**config.mk**
```make
export PLATFORM = sky130hd
export DESIGN_NAME = alu_serial_seq
export DESIGN_NICKNAME = d
export VERILOG_FILES = /design/src/rtl/alu_serial_pkg.sv /design/src/rtl/serial_bit_slice.sv /design/src/rtl/alu_serial_seq.sv
export SDC_FILE = /design/constraint.sdc
export NUM_CORES = 1
export LEC_CHECK = 0
export ABC_CLOCK_PERIOD_IN_PS = 7400
export CELL_PAD_IN_SITES_DETAIL_PLACEMENT = 1
export CELL_PAD_IN_SITES_GLOBAL_PLACEMENT = 2
export CORE_ASPECT_RATIO = 0.8
export CORE_MARGIN = 2
export CORE_UTILIZATION = 33
export CTS_CLUSTER_DIAMETER = 30
export DETAILED_ROUTE_END_ITERATION = 7
export HOLD_SLACK_MARGIN = 0.12
export PLACE_DENSITY_LB_ADDON = 0.1
export SYNTH_ARGS = -nofsm -noshare
export SYNTH_HDL_FRONTEND = slang
export SYNTH_SLANG_ARGS = --single-unit
```
**constraint.sdc**
```tcl
create_clock -name clk -period 7.4 [get_ports clk]
set_input_delay 1.11 -clock clk [delete_from_list [all_inputs] [get_ports clk]]
set_output_delay 1.11 -clock clk [all_outputs]
set_load 0.02 [all_outputs]
```
**src/rtl/alu_serial_pkg.sv**
```systemverilog
// alu_serial_pkg: opcodes, sequencer states and the invert-B predicate shared by the serial ALU.
package alu_serial_pkg;
  localparam logic [2:0] OP_AND = 3'b000;
  localparam logic [2:0] OP_OR  = 3'b001;
  localparam logic [2:0] OP_ADD = 3'b010;
  localparam logic [2:0] OP_SUB = 3'b110;
  localparam logic [2:0] OP_SLT = 3'b111;
  typedef enum logic [1:0] {S_IDLE, S_RUN, S_SLTFIX, S_DONE} state_t;
  function automatic logic inv_b(input logic [2:0] op);
    return op == OP_SUB || op == OP_SLT;
  endfunction
endpackage

```
**src/rtl/serial_bit_slice.sv**
```systemverilog
// serial_bit_slice: combinational one-bit AND/OR/full-adder slice.
module serial_bit_slice (
  input  logic a,
  input  logic b,
  input  logic cin,
  output logic y_and,
  output logic y_or,
  output logic sum,
  output logic cout
);
  assign y_and = a & b;
  assign y_or  = a | b;
  assign sum   = a ^ b ^ cin;
  assign cout  = (a & b) | (cin & (a ^ b));
endmodule

```
**src/rtl/alu_serial_seq.sv**
```systemverilog
// alu_serial_seq: bit-serial ALU sequencer, LSB first, with SLT fix-up.
// Define ALU_SERIAL_OVF_EN to build the signed-overflow flag register.
module alu_serial_seq
  import alu_serial_pkg::*;
#(
  parameter int WIDTH = 32
) (
  input  logic             clk,
  input  logic             rst_n,
  input  logic             start,
  output logic             ready,
  input  logic [2:0]       op,
  input  logic [WIDTH-1:0] a,
  input  logic [WIDTH-1:0] b,
  output logic [WIDTH-1:0] result,
  output logic             done,
  output logic             zero,
  output logic             cout,
  output logic             overflow
);
  localparam int CW = $clog2(WIDTH);
  state_t state, state_nx;
  logic [WIDTH-1:0] a_q, b_q, res;
  logic [2:0] op_q;
  logic [CW-1:0] cnt;
  logic carry, cmsb, cout_q;
  logic s_and, s_or, s_sum, s_cout, bit_y, last, addsub;
  serial_bit_slice u_slice (
    .a    (a_q[cnt]),
    .b    (b_q[cnt] ^ inv_b(op_q)),
    .cin  (carry),
    .y_and(s_and),
    .y_or (s_or),
    .sum  (s_sum),
    .cout (s_cout)
  );
  assign last   = cnt == CW'(WIDTH - 1);
  assign addsub = op_q == OP_ADD || op_q == OP_SUB;
  assign bit_y  = op_q == OP_AND ? s_and :
                  op_q == OP_OR  ? s_or  :
                  (addsub || op_q == OP_SLT) ? s_sum : 1'b0;
  always_ff @(posedge clk or negedge rst_n)
    if (!rst_n) state <= S_IDLE;
    else state <= state_nx;
  always_comb begin
    state_nx = state == S_IDLE   ? (start ? S_RUN : S_IDLE) :
               state == S_RUN    ? (last ? (op_q == OP_SLT ? S_SLTFIX : S_DONE) : S_RUN) :
               state == S_SLTFIX ? S_DONE : S_IDLE;
  end
  always_comb begin
    ready = state == S_IDLE;
    done  = state == S_DONE;
  end
  always_ff @(posedge clk or negedge rst_n)
    if (!rst_n) begin
      a_q    <= '0;
      b_q    <= '0;
      op_q   <= OP_AND;
      cnt    <= '0;
      carry  <= 1'b0;
      cmsb   <= 1'b0;
      cout_q <= 1'b0;
      res    <= '0;
    end else if (state == S_IDLE && start) begin
      a_q   <= a;
      b_q   <= b;
      op_q  <= op;
      cnt   <= '0;
      carry <= inv_b(op);
    end else if (state == S_RUN) begin
      res   <= {bit_y, res[WIDTH-1:1]};
      carry <= s_cout;
      if (last) begin
        cmsb   <= carry;
        cout_q <= addsub & s_cout;
      end else cnt <= cnt + CW'(1);
    end else if (state == S_SLTFIX) begin
      // less-than = sign of (a-b) corrected by signed overflow
      res <= {{(WIDTH-1){1'b0}}, res[WIDTH-1] ^ cmsb ^ carry};
    end
`ifdef ALU_SERIAL_OVF_EN
  logic ovf_q;
  always_ff @(posedge clk or negedge rst_n)
    if (!rst_n) ovf_q <= 1'b0;
    else if (state == S_IDLE && start) ovf_q <= ovf_q;
    else if (state == S_RUN && last) ovf_q <= addsub & (carry ^ s_cout);
  assign overflow = ovf_q;
`else
  assign overflow = 1'b0;
`endif
  assign result = res;
  assign zero   = res == '0;
  assign cout   = cout_q;
endmodule

```
-- Word-level counts from Yosys, hierarchy flattened
Cells that the tools add are included.
- flip-flop bits (word level): 109
- latch bits: 0
- memory bits (writable): 0
- bits in read-only memories: 0
- input bits: 70
- output and inout port bits: 37
- logic and storage cells: 66
- memories: 0
- $add $sub $neg: 1
- multiply operators: 0
- div/mod/pow operators: 0
- $lt $le $gt $ge: 1
- equal/unequal tests: 11
- shift-type cells: 0
- muxes and demuxes: 20
- bitwise gates (word level): 11
- reductions and logical operators: 13
- operator list (kind ; number):
    two-way mux 32 bit ; 2
    logical NOT 32 bit ; 1
    two-way mux 5 bit ; 3
    == test 3 bit, second input constant ; 4
    binary-select mux 1 bit (select 5 bit) ; 2
    two-way mux 1 bit ; 9
    two-way mux 2 bit ; 4
    less-than comparator 5 x 6 -> 1 bit, second input constant ; 1
    adder 5 x 1 -> 5 bit, second input constant ; 1
    == test 5 bit, second input constant ; 1
    bitwise XOR 1 bit ; 5
    == test 2 bit, second input constant ; 2
    logical OR 1 bit ; 4
    AND reduction 2 bit ; 2
    nonzero test 2 bit ; 2
    bitwise AND 1 bit ; 3
    == test 3 x 1 -> 1 bit, second input constant ; 1
    == test 3 x 2 -> 1 bit, second input constant ; 1
    logical NOT 3 bit ; 1
    AND reduction 3 bit ; 1
    == test 2 x 1 -> 1 bit, second input constant ; 1
    logical NOT 2 bit ; 1
    != test 2 x 1 -> 1 bit, second input constant ; 1
    OR 1 bit ; 2
    2 further kinds ; 2

-- Logic depth before layout (Yosys ltp)
Gate-level depths: netlist of the first run.
- word-level depth: 9
- depth in mapped cells: 11
- depth with buffers taken out: 10

-- Modules after synthesis
From an unflattened synthesis of the first run, not the netlist that was laid out.
- cells, all modules: 551
- area, all modules: 5052.3 um^2
- modules (own cells, without submodules) (module ; times used ; cells each ; area an instance (um^2) ; sequential area each (um^2)):
    alu_serial_seq ; 1 ; 545 ; 4996.0 ; 2727.6
    serial_bit_slice ; 1 ; 6 ; 56.3 ; 0.0

-- Least setup slack after synthesis of the first run
OpenSTA, ideal clock, no wires.
- path kind: register to register
- start: reg cnt[0]
- end: reg res[31] (netlist: result[31])
- library setup time: 0.083 ns
- arrival time: 2.367 ns
- data required time: 7.317 ns
- path slack: 4.950 ns
- cell stages (with the launch flop): 11
- path buffers: 1
- period minus slack after synthesis: 2.450 ns
- cell sequence: dfrtp_1 > buf_6 > mux4_2 > a22oi_1 > a22o_2 > xor2_1 > ha_1 > nor2_1 > a2111oi_0 > a31oi_1 > o22ai_1
- cells in the longest elaborated chain, start to end: 9
- elaborated cells between the ends (all ways): 13
- classes of those cells: 8 x mux; 5 x bitwise
- ends and longest elaborated chain (what ; line ; source):
    start, declared ; alu_serial_seq.sv:25 ; logic [CW-1:0] cnt;
    start signal, assigned ; alu_serial_seq.sv:76 ; end else cnt <= cnt + CW'(1);
    binary-select mux 1 bit (select 5 bit) ; alu_serial_seq.sv:30 ; .b (b_q[cnt] ^ inv_b(op_q)),
    two-way mux 1 bit (not written as such) ; alu_serial_seq.sv:30 ;
    bitwise XOR 1 bit ; alu_serial_seq.sv:30 ;
    bitwise XOR 1 bit (2 in series) ; serial_bit_slice.sv:13 ; assign sum = a ^ b ^ cin;
    two-way mux 1 bit ; alu_serial_seq.sv:41 ; (addsub || op_q == OP_SLT) ? s_sum : 1'b0;
    two-way mux 1 bit ; alu_serial_seq.sv:40 ; op_q == OP_OR ? s_or :
    two-way mux 1 bit (*) ; alu_serial_seq.sv:39 ; assign bit_y = op_q == OP_AND ? s_and :
    two-way mux 32 bit (*) ; alu_serial_seq.sv:70 ; end else if (state == S_RUN) begin
    end signal, assigned ; alu_serial_seq.sv:71 ; res <= {bit_y, res[WIDTH-1:1]};
    end signal, assigned ; alu_serial_seq.sv:79 ; res <= {{(WIDTH-1){1'b0}}, res[WIDTH-1] ^ cmsb ^ carry};
    end, declared ; alu_serial_seq.sv:23 ; logic [WIDTH-1:0] a_q, b_q, res;
Mark *: on every way between the ends. The rest lies on a longest branch, timed or not. The select of a mux whose other input is x is not followed.
A chain may end at the register's enable or synchronous reset.

-- Worst setup path after layout of the first run
- start: reg res[3] (netlist: result[3])
- end: out zero
- cells in the longest elaborated chain, start to end: 1
- ends and longest elaborated chain (what ; line ; source):
    logical NOT 32 bit ; alu_serial_seq.sv:92 ; assign zero = res == '0;
    end, declared ; alu_serial_seq.sv:17 ; output logic zero,
Every way passes these cells.

==> flow_metrics.tcl, run 1 <==
set metrics [dict create \
    tightestPinTransition_ns 1.07 \
    area_delta_synth_final_pct 29.8 \
    ff_latch_area_um2 2730 \
    outcome "completed" \
    fp-row-count 40 \
    die_w_um 142 \
    synth-seq-cells 109 \
    fmax_mhz 308 \
    min_period_ns 3.25 \
    rsz0062_at_grt "false" \
    cts.sinks 109 \
    worst_hold_path_type "reg2reg" \
    io_pins 107 \
    ys_async_sr_fraction_pct 100 \
    syn_inst 544 \
    routed_wl_mm 12.9 \
    buffer_ports.inserted 105 \
    ys.flop_type "dfrtp_1" \
    syn_area_um2 5020 \
    synth_top_family_by_area "simple AND/OR/NAND/NOR gates" \
    tns_ns 0 \
    cp_cell_sequence "nor4_1, nand4_1, nor2_1, clkdlybuf4s50_1" \
    final-setup-viol-count 0 \
    drive_gt1_share_pct 5.65 \
    first_pass_iters 4 \
    cap_violations 0 \
    slowest_stage "clkdlybuf4s50_1" \
    drv_slew 0 \
    clockBufferDepth 2 \
    drc 0 \
    gp_congestion 0.763 \
    peakVddDrop_mv 0.145 \
    end_kind "output pin" \
    grt_overflow 0 \
    htreeDepth 3 \
    vias_per_cell 4.78 \
    leakagePower_nw 2.99 \
    worstPathArrival_ns 2.14 \
    critical_path_class "reg2out" \
    relSlewSlack_pct 28.8 \
    ys_warn_count 0 \
    synth_edf_count 0 \
    gr-usage-all-layers_pct 16.8 \
    multi_input_area_um2 2030 \
    ctsHoldBuffers 0 \
    period_share_pct 43.9 \
    max_stage_delay_ns 0.61 \
    design_power_total_mw 2.26 \
    cts_buffers 9 \
    n_antenna_cell 0 \
    insertion_delay_ns 0.35 \
    cts_setup_buffers 0 \
    vias 3949 \
    synth_xor_xnor_area_share_pct 1.22 \
    synth_nets 623 \
    grt_pass1_vias 4179 \
    ctsResizeCount 0 \
    root_buffer "clkbuf_16" \
    core_area_um2 15000 \
    cts_tree "yes" \
    synth_mux_area_share_pct 8.52 \
    synthDistinctLibCells 39 \
    antenna_left 0 \
    initialDrtViolationCount 143 \
    grt_pass1_wl_mm 21.5 \
    start_util_pct 33.5 \
    dp_hpwl_mm 8.93 \
    start_kind "flop" \
    path_max_fanout 4 \
    n_fill_cell 1735 \
    ys_seq_area_share_pct 54.3 \
    synth_compound_area_share_pct 5.71 \
    antenna_found_initial 0 \
    die-height_um 114 \
    worst_ep_required_time_ns 6.29 \
    yosys.area_share.simple_pct 22.3 \
    synthAdderAreaFrac_pct 2.39 \
    clk_pin_slew_worst_paths_ns 0.07 \
    die_area_um2 16200 \
    routedWlPerCell_um 15.6 \
    syn_area_per_cell_um2 9.23 \
    skew_ns 0.00497 \
    final-hold-violation-count 0 \
    finalNetCount 711 \
    grt_max_degree 75 \
    powerDensity_nw_per_um2 346 \
]
registers in the layout, indices dropped and copies added, names as in the netlist, named ones only:
name and flops:
op_q 3, cnt 5, a_q 32, carry 1
result 32, cout 1, state 1, cmsb 1
b_q 32
Yosys cell counts, types with 4 or more instances:
| cell type | number | share of area [%] |
|---|---|---|
| inv_1 | 35 | 2.6 |
| nand3_1 | 37 | 3.7 |
| o21ai_1 | 31 | 3.1 |
| mux2i_1 | 12 | 2.4 |
| nor2_1 | 14 | 1.0 |
| mux4_2 | 12 | 5.4 |
| clkbuf_1 | 25 | 1.9 |
| ha_1 | 8 | 2.0 |
| dfrtp_1 | 109 | 54 |
| nand2_1 | 208 | 16 |
| nor4_1 | 8 | 1.0 |
| xnor2_1 | 4 | 0.70 |
through the flow:
step	instances	setup slack, ns	cell area, um2	util [%]	hold WS (ns)
6_report	826	4.15	6520	43.5	0.474
3_3_place_gp	810	4.43	6210	41.5	0.454
5_1_grt	826	4.05	6520	43.5	0.504
3_5_place_dp	810	4.28	6210	41.5	0.465
2_1_floorplan	544	4.95	5020	-	0.437
4_1_cts	826	4.17	6520	43.5	0.485
cell usage in the layout (no fill, tap or decap), drive strengths merged, types with 2 or more instances in the layout:
cell type,instances
clkdlybuf4s50,104
xnor2,4
o22ai,3
clkbuf,11
xor2,3
nand3,37
mux2i,12
o21ai,32
clkinv,3
a31oi,2
nor4,8
buf,6
o31ai,2
nand4,3
dfrtp,109
nand2,208
a22oi,2
nor2,14
ha,8
a21oi,2
mux4,13
bufinv,2
inv,35
worst paths after layout:
kind / start / end / slack [ns] / cells past startpoint
min: a_q[19]$_DFFE_PN0P_ / a_q[19]$_DFFE_PN0P_ / 0.47 / 2
min reg2reg: a_q[19]$_DFFE_PN0P_ / a_q[19]$_DFFE_PN0P_ / 0.47 / 2
min in group asynchronous: rst_n / a_q[7]$_DFFE_PN0P_ / 0.75 / 1
max in group asynchronous: rst_n / result[5]$_DFFE_PN0P_ / 5.35 / 2
max reg2reg: cnt[0]$_DFFE_PN0P_ / result[31]$_DFFE_PN0P_ / 4.28 / 10
max: result[3]$_DFFE_PN0P_ / zero / 4.15 / 4
per-layer routing:
metal | vias to the layer above | routed length (um) | track usage [%]
li1 | 1947 | - | -
met1 | 1923 | 6760 | 25.1
met2 | 67 | 5480 | 24.8
met3 | 12 | 464 | 3.60
met4 | 0 | 148 | 4.60
met5 | - | 0 | 0
critical path: cells and delay by family (launching register included):
family	cells	cell delay, ns
and+or+nand+nor	3	0.73
buffers and inverters	1	0.61
DFF	1	0.44
power breakdown:
| part | internal, mW | leakage [nW] | switching, mW |
|---|---|---|---|
| sequential | 0.795 | 1.40 | 0.159 |
| combinational | 0.352 | 1.43 | 0.439 |
| clock | 0.295 | 0.153 | 0.215 |
area by class of cell:
type	instances	area share [%]
clock inverter	5	1.15
clock buffer	11	3.57
tap	189	3.63
inverter	35	2.02
sequential	109	41.9
multi-input combinational	367	31.1
timing repair buffer	110	16.7
logic make-up after synthesis:
| group | Yosys count |
|---|---|
| AO/OA/AOI/OAI | 49 |
| XOR/XNOR | 7 |
| adder cells (fa/ha/maj) | 9 |
| buffers and inverters | 68 |
| flip-flops | 109 |
| multiplexers | 26 |
| other | 1 |
| AND/OR/NAND/NOR | 275 |
(Power assumes the default switching activity.)
==> run 2, diff against run 1 <==
--- a/config.mk
+++ b/config.mk
@@ -5,12 +5,12 @@
 export SDC_FILE = /design/constraint.sdc
 export NUM_CORES = 1
 export LEC_CHECK = 0
-export ABC_CLOCK_PERIOD_IN_PS = 7400
+export ABC_CLOCK_PERIOD_IN_PS = 3000
 export CELL_PAD_IN_SITES_DETAIL_PLACEMENT = 1
 export CELL_PAD_IN_SITES_GLOBAL_PLACEMENT = 2
 export CORE_ASPECT_RATIO = 0.8
 export CORE_MARGIN = 2
-export CORE_UTILIZATION = 33
+export CORE_UTILIZATION = 31
 export CTS_CLUSTER_DIAMETER = 30
 export DETAILED_ROUTE_END_ITERATION = 7
 export HOLD_SLACK_MARGIN = 0.12
==> constraint.sdc (replaced) <==
create_clock -name clk -period 3 [get_ports clk]
set_input_delay 0.45 -clock clk [delete_from_list [all_inputs] [get_ports clk]]
set_output_delay 0.45 -clock clk [all_outputs]
set_load 0.02 [all_outputs]
==> run 2 against run 1 <==
  * Design area increased by 1.9%
  * Global-route usage decreased by 0.59 points
  * Clock skew increased by 0.0017 ns
  * Count of clock-buffer cells in the layout is the same
  * Critical path type is now reg2reg
  * Critical endpoint is now result[31]$_DFFE_PN0P_
  * Largest power group unchanged
==> flow_metrics.tcl, run 2 (same netlist as run 1, synthesis figures left out) <==
set metrics [dict create \
    outcome "completed" \
    fmax_mhz 365 \
    start_kind "flop" \
    routed_wl_mm 13.3 \
    final-setup-viol-count 0 \
    tightestPinTransition_ns 0.718 \
    core_area_um2 15800 \
    powerDensity_nw_per_um2 852 \
    hold_start "a_q[26]$_DFFE_PN0P_" \
    fp-row-count 41 \
    root_buffer "clkbuf_16" \
    cts_buffers 9 \
    period_share_pct 91.3 \
    grt_overflow 0 \
    die-height_um 118 \
    final-hold-violation-count 0 \
    worst_hold_path_type "reg2reg" \
    drc 0 \
    relSlewSlack_pct 52.1 \
    place_inst 841 \
    gr-usage-all-layers_pct 16.2 \
    use_met3_pct 3.53 \
    fin_cells 857 \
    worstReg2RegStart "cnt[0]$_DFFE_PN0P_" \
    buffer_ports.inserted 105 \
    layout_common_cells "nand2_1 (207), dfrtp_1 (109), clkdlybuf4s50_1 (104)" \
    die_w_um 146 \
    rr_endpoint "result[31]$_DFFE_PN0P_" \
    gp_congestion 0.752 \
    cp_cell_sequence "mux4_1, a311oi_1, a22o_2, xor2_1, fa_1, a31oi_1, o22ai_1" \
    start_util_pct 31.8 \
    drive_gt1_share_pct 6.39 \
    slowest_stage "mux4_1" \
    grt_max_degree 65 \
    htreeDepth 3 \
    grt.met1_usage_pct 24.7 \
    clk_pin_slew_worst_paths_ns 0.07 \
    cts_tree "yes" \
    die_area_um2 17200 \
    vias_per_cell 4.64 \
    ff2ff_path_depth 7 \
    n_fill_cell 1817 \
    routedWlPerCell_um 15.5 \
    leakagePower_nw 3.02 \
    clockBufferDepth 2 \
    end_kind "flop" \
    peakVddDrop_mv 0.358 \
    vias 3979 \
    path_max_fanout 2 \
    cts.sinks 109 \
    drv_slew 0 \
    antenna_left 0 \
    worstPathArrival_ns 2.94 \
    tns_ns 0 \
    area_delta_synth_final_pct 32.2 \
    final_common_cell "nand2_1" \
    grt_pass1_wl_mm 22.5 \
    grt_pass1_vias 4241 \
    setup_ws_ns 0.262 \
    min_period_ns 2.74 \
    rrSetupSlack_ns 0.26 \
    first_pass_iters 4 \
    skew_ns 0.00672 \
    hold_depth 2 \
    insertion_delay_ns 0.34 \
    io_pins 107 \
    worst_ep_required_time_ns 3.20 \
    rsz0062_at_grt "false" \
    dp_hpwl_mm 9.58 \
    antenna_found_initial 0 \
    max_stage_delay_ns 0.62 \
    n_antenna_cell 0 \
    finalNetCount 717 \
    grt_util_met2_pct 23.6 \
    dp_slack_ns 0.267 \
    cap_violations 0 \
    min_to "a_q[26]$_DFFE_PN0P_" \
    initialDrtViolationCount 215 \
    grt-busiest-layer "met1" \
    critical_path_class "reg2reg" \
]
## run 2: changes by cell type in the layout (fill, tap and decap cells not counted)
cell,delta
clkinv_2,-2
dlygate4sd3_1,+1
buf_12,+3
a2111oi_0,-1
buf_4,+2
clkinv_4,+1
a2111oi_2,+1
## run 2: area by class of cell
cell class | count | area (um2) | area share (%)
clock buffers | 11 | 233 | 3.51
repair buffers | 116 | 1170 | 17.6
flip-flops and latches | 109 | 2730 | 41.1
multi-input cells | 367 | 2030 | 30.6
well taps | 215 | 269 | 4.05
inverters | 35 | 131 | 1.98
clock inverters | 4 | 73.8 | 1.11
## run 2: per-stage QoR
stage / power [mW] / hold slack [ns] / instance area, um2 / util [%]
global route: 6.11 / 0.506 / 6640 / 42.0
floorplan: 3.71 / 0.154 / 5020 / -
CTS: 5.74 / 0.485 / 6630 / 42.0
global placement: 4.37 / 0.432 / 6310 / 40.0
detailed placement: 4.44 / 0.441 / 6310 / 40.0
finish: 5.66 / 0.475 / 6640 / 42.0
## run 2: power by group
part	internal [mW]	total (mW)	switching (mW)
registers	1.96	2.32	0.354
logic	0.922	2.09	1.17
clock network	0.729	1.25	0.524
## run 2: worst max path at each step
stage / start / slack (ns) / to / cells past startpoint
global placement: cnt[0]$_DFFE_PN0P_ / 0.38 / result[31]$_DFFE_PN0P_ / 10
finish: cnt[0]$_DFFE_PN0P_ / 0.26 / result[31]$_DFFE_PN0P_ / 7
floorplan: cnt[0]$_DFFE_PN0P_ / 0.55 / result[31]$_DFFE_PN0P_ / 10
detailed placement: cnt[0]$_DFFE_PN0P_ / 0.27 / result[31]$_DFFE_PN0P_ / 10
global route: cnt[0]$_DFFE_PN0P_ / 0.03 / result[31]$_DFFE_PN0P_ / 9
CTS: cnt[0]$_DFFE_PN0P_ / 0.20 / result[31]$_DFFE_PN0P_ / 10
## run 2: routing by layer
metal / part of all wire [%] / up-vias
li1: - / 1951
met1: 52 / 1945
met2: 43 / 74
met3: 3.9 / 9
met4: 0.94 / 0
met5: 0 / -
## run 2: what timing repair did
action,CTS,global route
endpoints found under the hold margin,33,0
hold buffers,1,0
resized for setup,0,2
setup buffers,0,0
setup endpoints to repair,0,1
## run 2: worst max-delay path, delay by kind of cell, from the launching register on
family	cells	cell delay, ns
xor gates and xnor gates	1	0.26
adders and majority gates	1	0.47
DFF	1	0.41
AOI/OAI and AO/OA	4	0.84
muxes	1	0.62
